===== src/rtl/ibus_line_buffer_if.sv =====
// Bus types shared by the fetch-side IBus and arbiter-side CBus, plus the
// interface bundling both ports of the line buffer.
package ibus_line_buffer_pkg;
  typedef struct packed {
    logic        valid;
    logic [63:0] addr;
  } ibus_req_t;

  typedef struct packed {
    logic        addr_ok;
    logic        data_ok;
    logic [31:0] data;
  } ibus_resp_t;

  typedef struct packed {
    logic        valid;
    logic        is_write;
    logic [2:0]  size;
    logic [63:0] addr;
    logic [7:0]  strobe;
    logic [63:0] data;
    logic [3:0]  len;
    logic [1:0]  burst;
  } cbus_req_t;

  typedef struct packed {
    logic        ready;
    logic        last;
    logic [63:0] data;
  } cbus_resp_t;

  localparam logic [2:0] MSIZE8         = 3'b011;
  localparam logic [1:0] AXI_BURST_INCR = 2'b01;
  // len codes are beats-1
  localparam logic [3:0] MLEN2  = 4'd1;
  localparam logic [3:0] MLEN4  = 4'd3;
  localparam logic [3:0] MLEN8  = 4'd7;
  localparam logic [3:0] MLEN16 = 4'd15;
endpackage

interface ibus_line_buffer_if;
  import ibus_line_buffer_pkg::*;
  ibus_req_t  ireq;
  ibus_resp_t iresp;
  cbus_req_t  oreq;
  cbus_resp_t oresp;

  modport slave  (input ireq, output iresp, output oreq, input oresp);
  modport master (output ireq, input iresp, input oreq, output oresp);
endinterface


===== src/rtl/ibus_line_buffer.sv =====
// One-line instruction buffer: combinational hits, a miss refills the whole
// line with a single read INCR burst on CBus.
module ibus_line_buffer
  import ibus_line_buffer_pkg::*;
#(
  parameter int LINE_BEATS = 4
) (
  input  logic          clk,
  input  logic          reset,
  input  logic          flush,
  ibus_line_buffer_if.slave bus
);
  localparam int CW  = $clog2(LINE_BEATS);
  localparam int OFS = CW + 3;
  localparam int TW  = 64 - OFS;

  typedef enum logic {IDLE, FETCH} fsm_e;

  fsm_e            fsm_q, fsm_d;
  logic            buf_valid_q, buf_valid_d;
  logic [TW-1:0]   buf_tag_q, buf_tag_d;
  logic [CW-1:0]   cnt_q, cnt_d;
  logic [63:0]     line_addr_q, line_addr_d;
  logic            killed_q, killed_d;
  logic [63:0]     buf_data_q [LINE_BEATS];

  logic            hit, beat_we;
  logic [CW-1:0]   rd_beat;
  logic [63:0]     rd_word;

  wire unused_addr_lsb = ^bus.ireq.addr[1:0];

  always_comb begin
    fsm_d       = fsm_q;
    buf_valid_d = buf_valid_q;
    buf_tag_d   = buf_tag_q;
    cnt_d       = cnt_q;
    line_addr_d = line_addr_q;
    killed_d    = killed_q;
    bus.iresp   = '0;
    bus.oreq    = '0;

    rd_beat = bus.ireq.addr[OFS-1:3];
    rd_word = buf_data_q[rd_beat];
    // flush wins over a same-cycle hit so fence.i is never bypassed
    hit = (fsm_q == IDLE) && bus.ireq.valid && buf_valid_q &&
          (bus.ireq.addr[63:OFS] == buf_tag_q) && !flush;
    beat_we = (fsm_q == FETCH) && bus.oresp.ready;

    if (hit) begin
      bus.iresp.addr_ok = 1'b1;
      bus.iresp.data_ok = 1'b1;
      bus.iresp.data    = bus.ireq.addr[2] ? rd_word[63:32] : rd_word[31:0];
    end

    unique case (fsm_q)
      IDLE: begin
        if (flush) buf_valid_d = 1'b0;
        if (bus.ireq.valid && !hit) begin
          fsm_d       = FETCH;
          line_addr_d = {bus.ireq.addr[63:OFS], {OFS{1'b0}}};
          buf_valid_d = 1'b0;
          cnt_d       = '0;
          killed_d    = 1'b0;
        end
      end
      FETCH: begin
        // request fields depend only on registered state, so they hold steady
        bus.oreq.valid = 1'b1;
        bus.oreq.size  = MSIZE8;
        bus.oreq.addr  = line_addr_q;
        bus.oreq.len   = 4'(LINE_BEATS - 1);
        bus.oreq.burst = AXI_BURST_INCR;
        if (flush) killed_d = 1'b1;
        if (bus.oresp.ready) begin
          cnt_d = cnt_q + 1'b1;
          if (bus.oresp.last) begin
            fsm_d       = IDLE;
            buf_tag_d   = line_addr_q[63:OFS];
            // an early last leaves the line invalid so the fetch retries
            buf_valid_d = (cnt_q == CW'(LINE_BEATS - 1)) && !killed_q && !flush;
          end
        end
      end
      default: fsm_d = IDLE;
    endcase
  end

  always_ff @(posedge clk or negedge reset) begin
    if (!reset) begin
      fsm_q       <= IDLE;
      buf_valid_q <= 1'b0;
      buf_tag_q   <= '0;
      cnt_q       <= '0;
      line_addr_q <= '0;
      killed_q    <= 1'b0;
    end else begin
      fsm_q       <= fsm_d;
      buf_valid_q <= buf_valid_d;
      buf_tag_q   <= buf_tag_d;
      cnt_q       <= cnt_d;
      line_addr_q <= line_addr_d;
      killed_q    <= killed_d;
    end
  end

  always_ff @(posedge clk) begin
    if (beat_we) buf_data_q[cnt_q] <= bus.oresp.data;
  end
endmodule


===== src/flat_wrapper.sv =====
// flat-port wrapper written by rule: the top's interface ports become plain ports
module ibus_line_buffer_flat import ibus_line_buffer_pkg::*;
#(
  parameter int LINE_BEATS = 4
)
  (clk, reset, flush, bus_ireq, bus_iresp, bus_oreq, bus_oresp);
  ibus_line_buffer_if bus_i ();
  input  logic clk;
  input  logic reset;
  input  logic flush;
  input wire logic [$bits(bus_i.ireq)-1:0] bus_ireq;
  output wire logic [$bits(bus_i.iresp)-1:0] bus_iresp;
  output wire logic [$bits(bus_i.oreq)-1:0] bus_oreq;
  input wire logic [$bits(bus_i.oresp)-1:0] bus_oresp;
  assign bus_i.ireq = bus_ireq;
  assign bus_iresp = bus_i.iresp;
  assign bus_oreq = bus_i.oreq;
  assign bus_i.oresp = bus_oresp;
  ibus_line_buffer #(.LINE_BEATS(LINE_BEATS)) u_core (.clk(clk), .reset(reset), .flush(flush), .bus(bus_i));
endmodule

===== config.mk =====
export PLATFORM = sky130hd
export DESIGN_NAME = ibus_line_buffer_flat
export DESIGN_NICKNAME = d
export VERILOG_FILES = /design/src/rtl/ibus_line_buffer_if.sv /design/src/rtl/ibus_line_buffer.sv /design/src/flat_wrapper.sv
export SDC_FILE = /design/constraint.sdc
export NUM_CORES = 1
export LEC_CHECK = 0
export BUFFER_PORTS_ARGS = -buffer_cell sky130_fd_sc_hd__buf_4
export CORE_MARGIN = 10
export CORE_UTILIZATION = 50
export DETAILED_ROUTE_END_ITERATION = 10
export PLACE_DENSITY_LB_ADDON = 0.25
export SLEW_MARGIN = 0
export SYNTH_ARGS = -nofsm -noshare
export SYNTH_HDL_FRONTEND = slang
export SYNTH_SLANG_ARGS = --single-unit

===== constraint.sdc =====
create_clock -name clk -period 2.7 [get_ports clk]
set_clock_uncertainty 0.1 [all_clocks]
set_input_delay 0.405 -clock clk [delete_from_list [all_inputs] [get_ports clk]]
set_output_delay 0.405 -clock clk [all_outputs]
set_load 0.1 [all_outputs]

==> impl_results.md, run 1 <==
- Post-Route WL: 36.5 mm
- Largest net degree at the start of global routing: 80
- Post-synth EDFFs: 256
- Crit path capture type: output port
- Max-cap viol count: 0
- Num CTS Buffers: 40
- Failing checks: setup timing
- Global-route wire length before repair: 55.2 mm
- Initial Utilization: 0.509
- Sequential fraction of the synthesis area: 0.669
- Layout cells sized above 1: 0.434
- Root Buffer: clkbuf_16
- Vert. Die Dim: 199 um
- Synth Instances: 931
- Final Cycle Share: 1.20
- Cell area after synthesis: roughly 16000 um^2
- Start point of the worst hold path: bus_ireq[46]
- Core area: approximately 32000 um^2
- Post-layout net count: 1410
- Crit path DAT: 2.73 ns
- Pre-Repair DR Iteration Count: 4
- Hold worst-path end: u_core.line_addr_q[46]
- Synth unique cells: 30
- Postcts setup bufs: 0
- Worst Tran Pin Value: about 0.6 ns
- Grt total ovfl: 0
- Worst Hold Class: input port to register
- WS Path Type: register to output port
- Vias in the first global route: between 9000 and 10000
- Routed Antenna Nets: 0
- H-tree Lvls: 2
- Fin worst setup slack: -0.533 ns
- Setup-failing EPs final: 34
- Largest fanout on the critical path: 33
- Via count: 8803
- Clk slew on worst S/H paths: 0.06 ns
- Gr usage total: 0.178
- Worst Setup Start Kind: register
- Initial DRC count: 399
- Leak: 8.16 nW
- Area grow syn2layout: 29.8%
- RSZ-0062 raised after global routing: yes
- DRC Markers: 0
- Reg-to-Reg End: u_core.line_addr_q[37]
- Req. time, crit path: 2.19 ns
- FP Rows: 65
- Final core occ: 0.661
- CTS sink cnt: 379
- Fmax: 309 MHz
- Synth warn: 0
- Die ar.: between 30000 and 40000 um^2
- CTS tree: built
- Post-DP HPWL: between 20 and 25 mm
- Fraction of registers with async set/reset: 0.325
- Ys flop type: edfxtp_1
- Final min period: around 3.2 ns
- Gpl congestion: 0.778
- R2R Path Start: u_core.buf_tag_q[54]
- DR WL/cell: between 20 and 25 um
- Ant. Diodes: 0
- Power Dens Cells: around 950 nW/um^2
- FF+latch count, synth: 379
- Relative slew margins: 0.605
- Synthesized area per cell: between 15 and 20 um^2
- Vias per inst: 5.17
- Reg2reg setup slack: ~0.050 ns
- Clock tree buffer depth: 3
- Overall power: 19.8 mW
- Final Max Tran Viols: 0
- Clk Latency, worst-skew pair: 0.52 ns
- Antenna violations before repair: 0
- Fill cell count: 2173
- Peak supply drop: roughly 880 uV
- Status: finished, violations left
- Cell count of the worst reg-to-reg path: 10
- # IOs: 315
- Die width: ~200 um
- Fin Setup TNS: -17.36 ns
- Worst hold path cell count: 2
- Final hold violation count: 0
- Port bufs: 230
-- registers in the layout (all words and copies together) (netlist names) --
register,cells
u_core.buf_data_q,256
u_core.buf_tag_q,59
u_core.buf_valid_q,1
u_core.cnt_q,2
u_core.fsm_q,1
u_core.killed_q,1
u_core.line_addr_q,59
-- cell usage after synthesis (10+ instances only) --
| master | instances | share of area |
|---|---|---|
| and2_1 | 59 | 0.023 |
| mux2i_1 | 32 | 0.020 |
| nor2_1 | 34 | 0.0079 |
| mux4_2 | 64 | 0.090 |
| xor2_1 | 59 | 0.032 |
| nor4_1 | 15 | 0.0058 |
| mux2_2 | 118 | 0.083 |
| dfrtp_1 | 123 | 0.19 |
| clkbuf_1 | 19 | 0.0044 |
| buf_1 | 10 | 0.0023 |
| buf_4 | 90 | 0.042 |
| edfxtp_1 | 256 | 0.48 |
-- layer usage --
layer | vias up | track usage | wire length (um)
li1 | 3994 | - | -
met1 | 4481 | 0.218 | 14500
met2 | 268 | 0.302 | 18500
met3 | 60 | 0.0528 | 2780
met4 | 0 | 0.0502 | 764
met5 | - | 0 | 0
-- cells in the final DEF, fill, tap and decap left out, types with 2 or more instances in the layout --
cell type      synthesis  layout
nand4_1                4       4
dlygate4sd3_1          0      66
o21ai_0                3       3
nand3_1                4       3
nor4_1                15      10
nor2_4                 0       3
buf_12                 0      51
nor2_1                34       2
clkbuf_1              19       9
and2_1                59      59
nor4_2                 0       5
nor2_2                 1      31
nand2_1                7       7
ha_1                   4       4
conb_1                 1      82
clkbuf_16              0      44
mux2i_1               32      32
buf_8                  0       2
clkinv_1               0       8
inv_6                  0       2
edfxtp_1             256     256
a21oi_1                2       2
inv_1                  4       4
clkinv_2               0       5
mux4_2                64      64
and3_4                 0       4
clkbuf_8               2       4
dfrtp_1              123     122
xor2_1                59      59
mux2_2               118     118
buf_4                 90     223
buf_6                  4       4
-- worst max-delay path by stage --
stage | from | end | slack [ns] | cells after the start
2_1_floorplan | bus_ireq[23] | bus_iresp[10] | -0.29 | 7
3_3_place_gp | bus_ireq[14] | bus_iresp[8] | -0.20 | 10
4_1_cts | u_core.buf_tag_q[54] | bus_iresp[2] | -0.58 | 9
6_report | u_core.buf_tag_q[54] | bus_iresp[23] | -0.53 | 9
3_5_place_dp | bus_ireq[23] | bus_iresp[24] | -0.26 | 10
5_1_grt | u_core.buf_tag_q[54] | bus_iresp[20] | -0.69 | 9
-- critical path, stage by stage (launching register included) --
cell,delay (ns)
dfrtp_1,0.38
xor2_1,0.17
nor4_2,0.35
buf_4,0.17
nand4_1,0.15
nor2_1,0.15
nand4_1,0.16
buf_12,0.26
nor2_2,0.20
buf_12,0.20
-- where the power goes --
part	switching [mW]	leakage, nW	total [mW]	internal [mW]
combinational	4.45	3.79	6.58	2.12
sequential	0.623	3.77	8.12	7.50
clock	2.08	0.600	5.06	2.98
total	7.16	8.16	19.8	12.6
-- per-stage QoR --
stage / area (um^2) / hold WS, ns / setup WS (ns) / std cells
global route: 20900 / 0.0136 / -0.687 / 1702
global placement: 18500 / 0.332 / -0.202 / 1561
floorplan: 16500 / 0.00941 / -0.289 / 1012
finish: 20900 / 0.0319 / -0.533 / 1702
CTS: 20800 / 0.00659 / -0.575 / 1697
detailed placement: 18500 / 0.333 / -0.259 / 1561
-- area by class of cell --
class	count	area [um^2]	area share
well taps	402	503	0.0241
clock inverters	16	103	0.00491
repair buffers	349	3510	0.168
clock buffers	54	1110	0.0533
multi-input cells	498	4890	0.234
flip-flops and latches	379	10800	0.515
inverters	4	15.0	0.000718
-- logic make-up after synthesis --
family,Yosys count,share of synthesized area
xor gates and xnor gates,59,0.0321
AOI/OAI and AO/OA,8,0.00350
buffers and inverters,136,0.0563
adders and majority gates,4,0.00311
other,1,0.000233
muxes,214,0.192
DFF,379,0.669
and+or+nand+nor,130,0.0443
-- what timing repair did --
| action | 4_1_cts | 5_1_grt |
|---|---|---|
| gates resized for setup | 105 | 5 |
| pin swaps | 1 | 0 |
| hold buffers | 66 | 0 |
| setup endpoints to repair | 93 | 99 |
| cloned | 0 | 5 |
| endpoints found under the hold margin | 296 | 0 |
Power figures use the tool's default switching activity.
==> inputs of run 2 (changes only) <==
- CORE_UTILIZATION: 50 -> 52
- CTS_BUF_LIST: not set -> sky130_fd_sc_hd__clkbuf_4
==> run 2 against run 1 <==
The flow still finishes with violations (setup timing); combinational power increased by 0.9%; critical path depth unchanged; setup slack got worse by 0.18 ns; critical path type unchanged; critical endpoint is now bus_iresp[11]; largest cell class unchanged; largest power group unchanged.
==> impl_results.md, run 2 (synthesis results as in run 1) <==
- Pre-Repair DR Iteration Count: 4 (unchanged)
- Largest reg by FF count: u_core.buf_data_q
- Req. time, crit path: 2.19 ns (about the same)
- Port bufs: 230 (unchanged)
- Worst Setup Start Kind: register
- Commonest non-fill, non-tap cell in the layout: edfxtp_1
- Vert. Die Dim: 196 um (-1.7%)
- Clock tree buffer depth: 3 (unchanged)
- Largest net degree at the start of global routing: 124 (+55%)
- Post-DP HPWL: 23.6 mm (-3.8%)
- Clk slew on worst S/H paths: 0.06 ns (about the same)
- Layout cells sized above 1: 0.451 (+0.0173)
- Power Dens Cells: 911 nW/um^2 (-3.6%)
- CTS sink cnt: 379 (unchanged)
- CTS tree: built
- Final min period: 3.42 ns (+0.184 ns)
- Clk Latency, worst-skew pair: 0.71 ns (+0.19 ns)
- Start point of the worst hold path: bus_ireq[64]
- Crit path DAT: 2.91 ns (+0.18 ns)
- Critical-path cell list: xor2_1, nor4_2, buf_4, nand4_1, nor2_1, nand4_1, buf_12, nor2_2, buf_12
- Post-Route WL: 37.7 mm (+3.1%)
- Worst Hold Class: input port to register
- Postcts setup bufs: 0 (unchanged)
- Root Buffer: clkbuf_4
- FP Rows: 64 (-1.5%)
- Area occupied by multi-input gates: 4880 um^2 (-0.15%)
- Vias per inst: 5.03 (-2.7%)
- Leak: 8.58 nW (+5.1%)
- Fmax: 293 MHz (-5.4%)
- Grt total ovfl: 0 (unchanged)
- Largest regs: u_core.buf_data_q (256), u_core.buf_tag_q (59), u_core.line_addr_q (59)
- RSZ-0062 raised after global routing: yes
- DRC Markers: 0 (unchanged)
- Die width: 196 um (-1.7%)
- Max reg flops: 256 (unchanged)
- Critical path launch point: u_core.buf_tag_q[18]
- Fin worst setup slack: -0.717 ns (-0.184 ns)
- Final Max Tran Viols: 0 (unchanged)
- Final core occ: 0.704 (+0.0437)
- Setup-failing EPs final: 34 (unchanged)
- H-tree Lvls: 3 (+1)
- Fin Setup TNS: -22.80 ns (-5.44 ns)
- R2R Path Start: u_core.buf_tag_q[18]
- Final hold violation count: 0 (unchanged)
- Overall power: 19.6 mW (-0.64%)
- Initial DRC count: 437 (+9.5%)
- Peak supply drop: 1320 uV (+49%)
- Gr usage total: 0.190 (+0.0114)
- Die ar.: 38400 um^2 (-3.5%)
- # IOs: 315 (unchanged)
- Status: finished, violations left
- Storage element area: 10800 um^2 (unchanged)
- Fill cell count: 2061 (-5.2%)
- Routed Antenna Nets: 0 (unchanged)
- Slowest cell on crit path: dfrtp_1
- Post-layout net count: 1525 (+8.2%)
- Antenna violations before repair: 2 (+2)
- Failing checks: setup timing
- Worst Tran Pin Value: 0.872 ns (+0.280 ns)
- Core area: 30600 um^2 (-3.3%)
- Via count: 9377 (+6.5%)
- Relative slew margins: 0.419 (-0.186)
- Num CTS Buffers: 95 (+140%)
- Place WS: -0.213 ns (+0.0459 ns)
- Max-cap viol count: 0 (unchanged)
- Most frequent cells in the layout: 256 x edfxtp_1, 224 x buf_4, 142 x clkbuf_4, 127 x dlygate4sd3_1, 122 x dfrtp_1
- Final Cycle Share: 1.27 (+0.0680)
- Largest fanout on the critical path: 33 (unchanged)
- Crit path capture type: output port
- Global-route wire length before repair: 57.7 mm (+4.6%)
- Gpl congestion: 0.759 (-2.4%)
- Vias in the first global route: 10598 (+10%)
- Initial Utilization: 0.526 (+0.0174)
- DR WL/cell: 20.2 um (-5.8%)
- Largest stage delay, worst path: 0.39 ns (about the same)
- Area grow syn2layout: 33.8%
- WS Path Type: register to output port
## run 2: changes by cell type in the layout (fill, tap and decap cells not counted), moves of 3 or more
| cell | delta |
|---|---|
| clkinv_1 | +16 |
| clkbuf_8 | -4 |
| dlygate4sd3_1 | +61 |
| clkbuf_16 | -39 |
| and3_4 | -4 |
| clkinv_2 | -3 |
| and3_2 | +4 |
| clkbuf_1 | -9 |
| clkbuf_4 | +142 |
## run 2: critical path: cells and delay by family, from the launching register on
kind,cells,cell delay [ns]
xor+xnor,1,0.17
flops,1,0.39
buf+inv,3,0.60
simple gates,5,0.98
## run 2: worst paths after layout
kind                                          end  slack, ns  cells past startpoint
max                                 bus_iresp[11]      -0.72                      9
min                               u_core.killed_q       0.11                      5
max reg2reg                u_core.line_addr_q[36]       0.03                     10
min reg2reg                u_core.line_addr_q[11]       0.42                      1
max in group asynchronous     u_core.buf_tag_q[0]       1.75                      3
min in group asynchronous  u_core.line_addr_q[15]       0.23                      3
## run 2: power breakdown
part | internal, mW | switching (mW)
combinational | 2.17 | 4.47
sequential | 7.50 | 0.642
clock | 2.62 | 2.24
total | 12.3 | 7.35
## run 2: stage by stage
step	hold WS, ns	cells	area (um^2)
floorplan	0.00941	1012	16500
global placement	0.387	1551	18400
detailed placement	0.413	1551	18400
CTS	0.0108	1853	21300
global route	0.0990	1863	21500
finish	0.105	1863	21500
## run 2: area by class of cell
class / instances / share of cell area
repair buffers: 409 / 0.191
diodes: 2 / 0.000232
flip-flops and latches: 379 / 0.500
well taps: 396 / 0.0230
multi-input cells: 498 / 0.227
clock buffers: 142 / 0.0495
clock inverters: 33 / 0.00952
inverters: 4 / 0.000697
## run 2: what timing repair did
| action | in CTS | in global routing |
|---|---|---|
| cloned | 0 | 8 |
| pin swaps | 0 | 4 |
| resized for setup | 100 | 7 |
| endpoints found under the hold margin | 443 | 0 |
| setup endpoints to repair | 150 | 98 |
| hold buffers | 127 | 0 |
## run 2: routing by layer
| layer | track usage | wire, um |
|---|---|---|
| met1 | 0.215 | 14500 |
| met2 | 0.326 | 19600 |
| met3 | 0.0731 | 3150 |
| met4 | 0.0571 | 465 |
| met5 | 0 | 0 |
